**src/rtl/dtof_pkg.sv**
```systemverilog
// Shared definitions for the dToF front end: timestamp width, the padding code and
// the serializer state encoding.
package dtof_pkg;

  localparam int NP           = 16;
  localparam logic [NP-1:0] NO_HIT = '1;

  localparam int DEF_PIXELS   = 4;
  localparam int DEF_DATA_NUM = 2;
  localparam int DEF_WINDOW   = 8;
  localparam int WORDS        = DEF_PIXELS * DEF_DATA_NUM;

  typedef enum logic [1:0] {
    IDLE,
    CAPTURE,
    DRAIN
  } ser_state_t;

endpackage

```
**src/rtl/pixel_hit_slots.sv**
```systemverilog
// Arrival-ordered timestamp slots for one pixel, with a fill count and a read mux
// that looks at the post-write contents so a hit on the last capture edge is visible.
module pixel_hit_slots #(
  parameter int            NP       = 16,
  parameter int            DATA_NUM = 2,
  parameter logic [NP-1:0] NO_HIT   = '1,
  localparam int           SW       = (DATA_NUM > 1) ? $clog2(DATA_NUM) : 1,
  localparam int           CW       = $clog2(DATA_NUM + 1)
) (
  input  logic          clk,
  input  logic          res,
  input  logic          clr,
  input  logic          cap_en,
  input  logic          hit_valid,
  input  logic [NP-1:0] hit_time,
  input  logic [SW-1:0] rd_slot,
  output logic [NP-1:0] rd_data,
  output logic          drop
);

  logic [NP-1:0] slot_q [DATA_NUM];
  logic [NP-1:0] slot_d [DATA_NUM];
  logic [CW-1:0] cnt_q, cnt_d;
  logic          full, wr;

  assign full = (cnt_q == CW'(DATA_NUM));
  assign wr   = cap_en & hit_valid & ~full;
  assign drop = cap_en & hit_valid & full;

  // NOTE: every always_comb output gets a default first so no path can infer a latch.
  always_comb begin
    slot_d = slot_q;
    cnt_d  = cnt_q;
    if (clr) begin
      cnt_d = '0;
    end else if (wr) begin
      slot_d[cnt_q[SW-1:0]] = hit_time;
      cnt_d                 = cnt_q + CW'(1);
    end
    rd_data = (CW'(rd_slot) < cnt_d) ? slot_d[rd_slot] : NO_HIT;
  end

  // NOTE: sequential state uses non-blocking assignment only; blocking stays in always_comb.
  always_ff @(posedge clk) begin
    if (res) cnt_q <= '0;
    else     cnt_q <= cnt_d;
  end

  // NOTE: slot storage is deliberately not reset; a zero count masks stale contents.
  always_ff @(posedge clk) begin
    slot_q <= slot_d;
  end

endmodule

```
**src/rtl/tdc_hit_serializer.sv**
```systemverilog
// Captures per-pixel TDC hits over a fixed window after laser_sync, then emits a
// fixed PIXELS*DATA_NUM word burst, pixel-major, padding empty slots with NO_HIT.
module tdc_hit_serializer #(
  parameter int            NP       = dtof_pkg::NP,
  parameter int            PIXELS   = dtof_pkg::DEF_PIXELS,
  parameter int            DATA_NUM = dtof_pkg::DEF_DATA_NUM,
  parameter int            WINDOW   = dtof_pkg::DEF_WINDOW,
  parameter logic [NP-1:0] NO_HIT   = '1,
  localparam int           PW       = (PIXELS > 1) ? $clog2(PIXELS) : 1
) (
  input  logic                 clk,
  input  logic                 res,
  input  logic                 laser_sync,
  input  logic [PIXELS-1:0]    hit_valid,
  input  logic [PIXELS*NP-1:0] hit_time,
  output logic                 wrEn,
  output logic [NP-1:0]        data,
  output logic [PW-1:0]        pix_idx,
  output logic                 acq_done,
  output logic                 overflow,
  output logic                 missed_sync,
  output logic                 busy
);

  import dtof_pkg::*;

  localparam int SW = (DATA_NUM > 1) ? $clog2(DATA_NUM) : 1;
  localparam int WW = (WINDOW > 1) ? $clog2(WINDOW) : 1;

  ser_state_t    state_q, state_d;
  logic [WW-1:0] win_q, win_d;
  logic [PW-1:0] rd_pix_q, rd_pix_d;
  logic [SW-1:0] rd_slot_q, rd_slot_d;
  logic          wr_en_q, wr_en_d;
  logic [NP-1:0] data_q, data_d;
  logic [PW-1:0] pix_idx_q, pix_idx_d;
  logic          acq_done_q, acq_done_d;
  logic          overflow_q, overflow_d;
  logic          missed_q, missed_d;

  logic              clr, cap_en, emit;
  logic [NP-1:0]     pix_data [PIXELS];
  logic [PIXELS-1:0] drop;

  // Counts clear whenever a new acquisition may start: in IDLE and on the final drain cycle.
  assign cap_en = (state_q == CAPTURE);
  assign clr    = (state_q == IDLE) || ((state_q == DRAIN) && acq_done_q);

  for (genvar p = 0; p < PIXELS; p++) begin : g_pix
    pixel_hit_slots #(
      .NP       (NP),
      .DATA_NUM (DATA_NUM),
      .NO_HIT   (NO_HIT)
    ) u_slots (
      .clk       (clk),
      .res       (res),
      .clr       (clr),
      .cap_en    (cap_en),
      .hit_valid (hit_valid[p]),
      .hit_time  (hit_time[p*NP +: NP]),
      .rd_slot   (rd_slot_q),
      .rd_data   (pix_data[p]),
      .drop      (drop[p])
    );
  end

  always_comb begin
    state_d    = state_q;
    win_d      = win_q;
    rd_pix_d   = rd_pix_q;
    rd_slot_d  = rd_slot_q;
    wr_en_d    = 1'b0;
    data_d     = '0;
    pix_idx_d  = '0;
    acq_done_d = 1'b0;
    overflow_d = overflow_q | (|drop);
    missed_d   = missed_q;
    emit       = 1'b0;

    unique case (state_q)
      IDLE: begin
        win_d     = WW'(WINDOW - 1);
        rd_pix_d  = '0;
        rd_slot_d = '0;
        if (laser_sync) state_d = CAPTURE;
      end
      CAPTURE: begin
        missed_d = missed_q | laser_sync;
        if (win_q == '0) begin
          emit    = 1'b1;
          state_d = DRAIN;
        end else begin
          win_d = win_q - WW'(1);
        end
      end
      DRAIN: begin
        if (acq_done_q) begin
          win_d     = WW'(WINDOW - 1);
          rd_pix_d  = '0;
          rd_slot_d = '0;
          state_d   = laser_sync ? CAPTURE : IDLE;
        end else begin
          emit     = 1'b1;
          missed_d = missed_q | laser_sync;
        end
      end
      default: state_d = IDLE;
    endcase

    // Word 0 is launched on the last capture edge so the burst follows the window directly.
    if (emit) begin
      wr_en_d   = 1'b1;
      data_d    = pix_data[rd_pix_q];
      pix_idx_d = rd_pix_q;
      if (rd_slot_q == SW'(DATA_NUM - 1)) begin
        rd_slot_d = '0;
        if (rd_pix_q == PW'(PIXELS - 1)) acq_done_d = 1'b1;
        else                             rd_pix_d   = rd_pix_q + PW'(1);
      end else begin
        rd_slot_d = rd_slot_q + SW'(1);
      end
    end
  end

  always_ff @(posedge clk) begin
    if (res) begin
      state_q    <= IDLE;
      win_q      <= '0;
      rd_pix_q   <= '0;
      rd_slot_q  <= '0;
      wr_en_q    <= 1'b0;
      data_q     <= '0;
      pix_idx_q  <= '0;
      acq_done_q <= 1'b0;
      overflow_q <= 1'b0;
      missed_q   <= 1'b0;
    end else begin
      state_q    <= state_d;
      win_q      <= win_d;
      rd_pix_q   <= rd_pix_d;
      rd_slot_q  <= rd_slot_d;
      wr_en_q    <= wr_en_d;
      data_q     <= data_d;
      pix_idx_q  <= pix_idx_d;
      acq_done_q <= acq_done_d;
      overflow_q <= overflow_d;
      missed_q   <= missed_d;
    end
  end

  assign wrEn        = wr_en_q;
  assign data        = data_q;
  assign pix_idx     = pix_idx_q;
  assign acq_done    = acq_done_q;
  assign overflow    = overflow_q;
  assign missed_sync = missed_q;
  assign busy        = (state_q != IDLE);

endmodule

```
**config.mk**
```make
export PLATFORM = sky130hd
export DESIGN_NAME = tdc_hit_serializer
export DESIGN_NICKNAME = d
export VERILOG_FILES = /design/src/rtl/dtof_pkg.sv /design/src/rtl/pixel_hit_slots.sv /design/src/rtl/tdc_hit_serializer.sv
export SDC_FILE = /design/constraint.sdc
export NUM_CORES = 1
export LEC_CHECK = 0
export CORE_MARGIN = 1
export CORE_UTILIZATION = 52
export DETAILED_ROUTE_END_ITERATION = 6
export PLACE_DENSITY_LB_ADDON = 0.25
export SLEW_MARGIN = 20
export SYNTH_ARGS = -nofsm -noshare
export SYNTH_HDL_FRONTEND = slang
export SYNTH_SLANG_ARGS = --single-unit
export TNS_END_PERCENT = 5
```
**constraint.sdc**
```tcl
create_clock -name clk -period 2.75 [get_ports clk]
set_input_delay 0.825 -clock clk [delete_from_list [all_inputs] [get_ports clk]]
set_output_delay 0.825 -clock clk [all_outputs]
set_load 0.005 [all_outputs]
```
# Word level (Yosys, flattened, before mapping)

Index checks and enable logic that the tools add are counted.

Register bits: 166
Input bits: 71
Output and inout port bits: 23
Word-level logic and storage cells: 172

$add $sub $neg: 7
Order comparisons: 14
Eq/ne operators: 13
Mux-type cells: 71
Bitwise operators: 26
Reductions and logical operators: 19

Operators with widths:

| kind                                                      | number |
|---|---|
| two-way mux 16 bit                                        | 22 |
| two-way mux 32 bit                                        | 8 |
| bitwise mux 32 bit                                        | 4 |
| demux 16 bit (select 1 bit)                               | 4 |
| binary-select mux 16 bit (select 2 bit)                   | 1 |
| two-way mux 2 bit                                         | 15 |
| bitwise AND 1 bit                                         | 12 |
| equality test 2 bit (second input constant)               | 6 |
| adder 2 x 1 -> 2 bit (second input constant)              | 5 |
| greater-or-equal comparator 2 bit (second input constant) | 5 |
| != test 2 bit (second input constant)                     | 5 |
| inverter 1 -> 2 bit                                       | 5 |
| two-way mux 1 bit                                         | 9 |
| one-hot mux 3 bit (3 select lines)                        | 1 |
| < comparator 1 x 2 -> 1 bit                               | 4 |
| < comparator 2 x 1 -> 1 bit (second input constant)       | 4 |
| two-way mux 3 bit                                         | 2 |
| inverter 1 bit                                            | 6 |
| one-hot mux 1 bit (2 select lines)                        | 3 |
| one-hot mux 2 bit (3 select lines)                        | 1 |
| AND reduction 3 bit                                       | 2 |
| nonzero test 3 bit                                        | 2 |
| logical AND 1 bit                                         | 5 |
| one-hot mux 2 bit (2 select lines)                        | 1 |
| 15 further kinds                                          | 18 |

# Longest topological paths before layout

Depth in word-level cells: 15
Depth in mapped cells: 12
Gate-level depth less buffers: 10

# Cells and area by module

Synthesis repeated with hierarchy kept, for this count alone.

Cell total of the unflattened synthesis: 821
Area total of the unflattened synthesis: 8562.0 µm²

Modules (own cells, without submodules):

| module             | instances | cells an instance | area each (µm²) | sequential area each (µm²) |
|---|---|---|---|---|
| pixel_hit_slots    | 4         | 172               | 1736.7          | 680.7 |
| tdc_hit_serializer | 1         | 133               | 1615.3          | 600.6 |

# Worst setup path before layout

Ideal clock, no wire load.

Path type: register -> register
Start point: register g_pix[2].u_slots.cnt_q[0]
End point: register data_q[3], in the netlist data[3]
Library setup time: 0.128 ns
Data arrival time: 2.547 ns
Required time: 2.622 ns
Path slack: 0.074 ns
Cell stages (with the launch flop): 12
Period minus slack after synthesis: 2.676 ns
Cell sequence: dfxtp_1 buf_2 clkinv_1 buf_1 ha_1 nand3b_2 xnor2_1 or2_1 a211o_1 buf_2 a211oi_1 o22ai_1

Longest elaborated chain between the ends: 15

RTL lines:

| what                                                                                                   | line                      | source |
|---|---|---|
| start, declared                                                                                        | pixel_hit_slots.sv:23     | `logic [CW-1:0] cnt_q, cnt_d;` |
| start signal, assigned                                                                                 | pixel_hit_slots.sv:46     | `else cnt_q <= cnt_d;` |
| inverter 1 -> 2 bit (not written as such)                                                              | pixel_hit_slots.sv:37     | `slot_d[cnt_q[SW-1:0]] = hit_time;` |
| greater-or-equal comparator 2 bit (not written as such) or < comparator 2 x 1 -> 1 bit (tied branches) | pixel_hit_slots.sv:37     |  |
| logical AND 1 bit (not written as such)                                                                | pixel_hit_slots.sv:37     |  |
| two-way mux 16 bit (not written as such)                                                               | pixel_hit_slots.sv:37     |  |
| demux 16 bit (select 1 bit)                                                                            | pixel_hit_slots.sv:37     |  |
| bitwise mux 32 bit                                                                                     | pixel_hit_slots.sv:37     |  |
| two-way mux 32 bit                                                                                     | pixel_hit_slots.sv:36     | `end else if (wr) begin` |
| two-way mux 32 bit                                                                                     | pixel_hit_slots.sv:34     | `if (clr) begin` |
| two-way mux 16 bit (not written as such) (3 in series)                                                 | pixel_hit_slots.sv:40     | `rd_data = (CW'(rd_slot) < cnt_d) ? slot_d[rd_slot] : NO_HIT;` |
| two-way mux 16 bit (*)                                                                                 | pixel_hit_slots.sv:40     |  |
| binary-select mux 16 bit (select 2 bit) (*)                                                            | tdc_hit_serializer.sv:113 | `data_d = pix_data[rd_pix_q];` |
| two-way mux 16 bit (not written as such) (*) (2 in series)                                             | tdc_hit_serializer.sv:113 |  |
| end signal, assigned                                                                                   | tdc_hit_serializer.sv:143 | `data_q <= data_d;` |
| end, declared                                                                                          | tdc_hit_serializer.sv:35  | `logic [NP-1:0] data_q, data_d;` |

Mark *: on every way between the ends. The rest lies on a longest branch, timed or not. The select of a mux whose other input is x is not followed.
A chain may end at the register's enable or synchronous reset.

# Worst setup path in the final report

Start point: input hit_valid[1]
End point: register data_q[0], in the netlist data[0]

Longest elaborated chain between the ends: 11

RTL lines:

| what                                                       | line                      | source |
|---|---|---|
| start, declared                                            | tdc_hit_serializer.sv:14  | `input logic [PIXELS-1:0] hit_valid,` |
| bitwise AND 1 bit (*) (2 in series)                        | pixel_hit_slots.sv:27     | `assign wr = cap_en & hit_valid & ~full;` |
| two-way mux 32 bit                                         | pixel_hit_slots.sv:36     |  |
| two-way mux 32 bit                                         | pixel_hit_slots.sv:34     |  |
| two-way mux 16 bit (not written as such) (3 in series)     | pixel_hit_slots.sv:40     |  |
| two-way mux 16 bit (*)                                     | pixel_hit_slots.sv:40     |  |
| binary-select mux 16 bit (select 2 bit) (*)                | tdc_hit_serializer.sv:113 |  |
| two-way mux 16 bit (not written as such) (*) (2 in series) | tdc_hit_serializer.sv:113 |  |

Marks and branches as above.

==> run_results.csv <==
group,metric,value,unit
outcome,outcome,"finished, final reports clean",
yosys,avgSynthCellArea,9.09,µm²
yosys,synthTopCellsByArea,"dfxtp_1 38%, mux2_2 16%, mux2i_1 5.6%",
clocking,cts_setup_buffers,0,
timing,setup_viol,0,
final_layout,fin_util,67.1,%
yosys,netlist_instances,971,
job,cap_violations,0,
clocking,cts_tree,"built",
drt,drc,0,
final_layout,antennaDiodeCount,0,
grt,grt_max_degree,128,
critical_path,startpoint_type,"primary input",
timing,finalSetupTns,0,ps
grt,grt_usage,27.3,%
timing,worst_slew_pin_slew,579,ps
grt,grt_overflow,0,
timing,rsz0062_at_grt,"true",
critical_path,max_stage_delay,520,ps
drt,ant_nets,0,
yosys,synth_area,8830,µm²
hold_path,hold_path_class,"reg2reg",
yosys,async_flop_share,0,%
yosys,synth_largest_area_cell,"dfxtp_1",
critical_path,required,3050,ps
final_layout,layout-drive-gt1-share,25.6,%
floorplanning,fp.dieH,132,µm
clocking,cts.hold.buffers_added,0,
floorplanning,dieArea,17500,µm²
power_and_ir_drop,p_per_area,775,nW/µm²
yosys,yosysWarnings,0,
timing,slew_violations,0,
clocking,clk_pin_slew_worst_paths,70,ps
timing,fmax,0.380,GHz
floorplanning,std_cell_rows,47,
clocking,root_buffer,"clkbuf_16",
grt,grt_first_pass_wirelength,37700,µm
drt,viasPerCell,5.91,
yosys,synth_top_flop_cell,"dfxtp_1",
clocking,htreeDepth,4,
critical_path,crit_fanout,12,
clocking,cts_buffers,17,
yosys,yosysSeqAreaShare,37.6,%
drt,dr.first_iter.drc_count,598,
yosys,synth_edf_count,0,
timing,timing_hold_violations_final,0,
floorplanning,pin_count,94,
clocking,clockBufferDepth,2,
clocking,clk_latency,440,ps
yosys,synth_seq_cells,166,
final_layout,layout.nets,1183,
drt,drtPass1Iterations,6,
final_layout,syn2layout_area_growth,26.1,%
timing,finClkSkew,9.33,ps
drt,wl_per_cell,17.5,µm
yosys,yosysTopAreaCellShare,37.6,%
yosys,synth.distinct_cells,61,
grt,antenna_found_initial,1,
timing,slew-limit-headroom,61.4,%
floorplanning,die_w,132,µm
power_and_ir_drop,vdd_drop_max,0.517,mV
power_and_ir_drop,power.total,8.62,mW
timing,min_period,2630,ps
placed_design,gp_congestion,0.856,
grt,first_global_vias,7298,
placed_design,port_buffers,93,
critical_path,critical-path-top-delay-family,"buffers and inverters",
critical_path,cp-end-kind,"register",
power_and_ir_drop,p_leak,4.48,nW
floorplanning,core-area,16600,µm²
drt,vias,7870,
timing,post-route-period-util,95.7,%
floorplanning,start_util,53.2,%
critical_path,crit_type,"in2reg",
clocking,cts.sink_count,166,
critical_path,slowest_stage,"clkdlybuf4s50_1",
yosys,synth_nets,1055,
placed_design,dp_hpwl,16400,µm
critical_path,arrival,2930,ps
drt,wl,23300,µm
critical_path,crit_buf_inv,4,
critical_path,path_cells,"clkdlybuf4s50_1, and3b_1, buf_4, nand2_1, buf_12, mux2i_1, o21ai_0, a211oi_1, buf_4, o22ai_1",
critical_path,worst_path_most_repeated_cell,"buf_4",
## per-stage QoR
stage | hold slack [ps] | instances | cell area (µm²) | setup slack [ps]
after floorplan | 437 | 971 | 8830 | 74.5
after global placement | 447 | 1300 | 10500 | -399
after detailed placement | 454 | 1300 | 10500 | -467
after CTS | 466 | 1332 | 11100 | 21.9
after global routing | 480 | 1332 | 11100 | -8.73
final | 471 | 1332 | 11100 | 117
## cell usage after synthesis (2+ instances only)
library cell / n
a211oi_1: 32
a2111oi_1: 2
o21ai_0: 82
o22ai_1: 30
buf_2: 25
a2111oi_0: 2
ha_1: 13
a311oi_1: 6
nor4_1: 2
a31oi_1: 4
a22oi_1: 2
clkbuf_1: 33
nand3_1: 33
xnor2_1: 4
dfxtp_1: 166
and2_1: 3
buf_4: 7
a211oi_2: 14
a32oi_1: 5
inv_1: 19
and3b_1: 4
mux2i_1: 49
buf_6: 5
a211o_1: 3
nor2b_1: 8
nand2_2: 3
nand3b_1: 3
a221oi_1: 5
nor3b_1: 7
nor2_2: 2
a22o_1: 4
nand2b_1: 26
a21oi_2: 2
nand2_1: 82
nor3_1: 23
mux2_2: 123
buf_1: 4
or2_1: 3
a21oi_1: 58
nor2_1: 51
o32ai_1: 2
## layout make-up
cell class	instances	area, µm²
fillers	1382	5450
multi-input cells	710	5090
flip-flops and latches	166	3330
repair buffers	183	1770
clock buffers	19	464
well taps	220	275
clock inverters	13	121
inverters	21	78.8
## worst paths after layout
check,start,end,slack (ps),cells past startpoint
max,hit_valid[1],data[0],120,10
min,missed_sync,missed_sync,470,2
max reg2reg,state_q[1],data[6],120,10
min reg2reg,missed_sync,missed_sync,470,2
## placed cells by master (no fill, tap or decap), types with 18 or more instances in the layout
master and n:
dfxtp_1 164, mux2_2 123, clkdlybuf4s50_1 93, nand2_1 82, o21ai_0 81, buf_4 77
a21oi_1 58, nor2_1 50, mux2i_1 49, nand3_1 33, a211oi_1 30, o22ai_1 30
nand2b_1 26, nor3_1 21, inv_1 19, clkbuf_16 18
## tightest hold or removal path, delay by kind of cell, from the launching register on
family,cells,cell delay [ps]
compound gates,1,40
simple gates,1,60
flops,1,330
## layer usage
metal	routed length [µm]	GRT usage, %
met5	0	0
met4	656	12.3
met3	1540	6.31
met2	10700	43.0
met1	10400	35.7
## cells by family (layout without fill, tap and decap cells)
group	count (synthesis)	after routing	synth area share, %
flops	166	166	37.6
mux	172	172	21.2
simple gates	258	258	14.2
fa+ha+maj	13	13	1.84
compound gates	262	262	19.4
buf+inv	95	236	5.12
xor+xnor	5	5	0.496
## sequential cells by signal (all words and copies together), names as in the netlist
name and cells:
missed_sync 1, rd_pix_q 2, rd_slot_q 1, g_pix.u_slots.cnt_q 8, wrEn 1, pix_idx 2, overflow 1, state_q 2
win_q 3, acq_done 1, data 16, g_pix.u_slots.slot_q 128
## what timing repair did
action / in CTS / in global routing
gates resized for setup: 1 / 10
setup endpoints to repair: 1 / 13
pin swaps: 0 / 1
## report_power, final
part           internal (mW)  total [mW]  leakage, nW  switching [mW]
clock                   1.33        2.35        0.285            1.02
sequential              3.05        3.41         1.36           0.365
combinational           1.44        2.86         2.83            1.42
total                   5.82        8.62         4.48            2.80
Note: power is estimated with default switching activity, not from simulation.
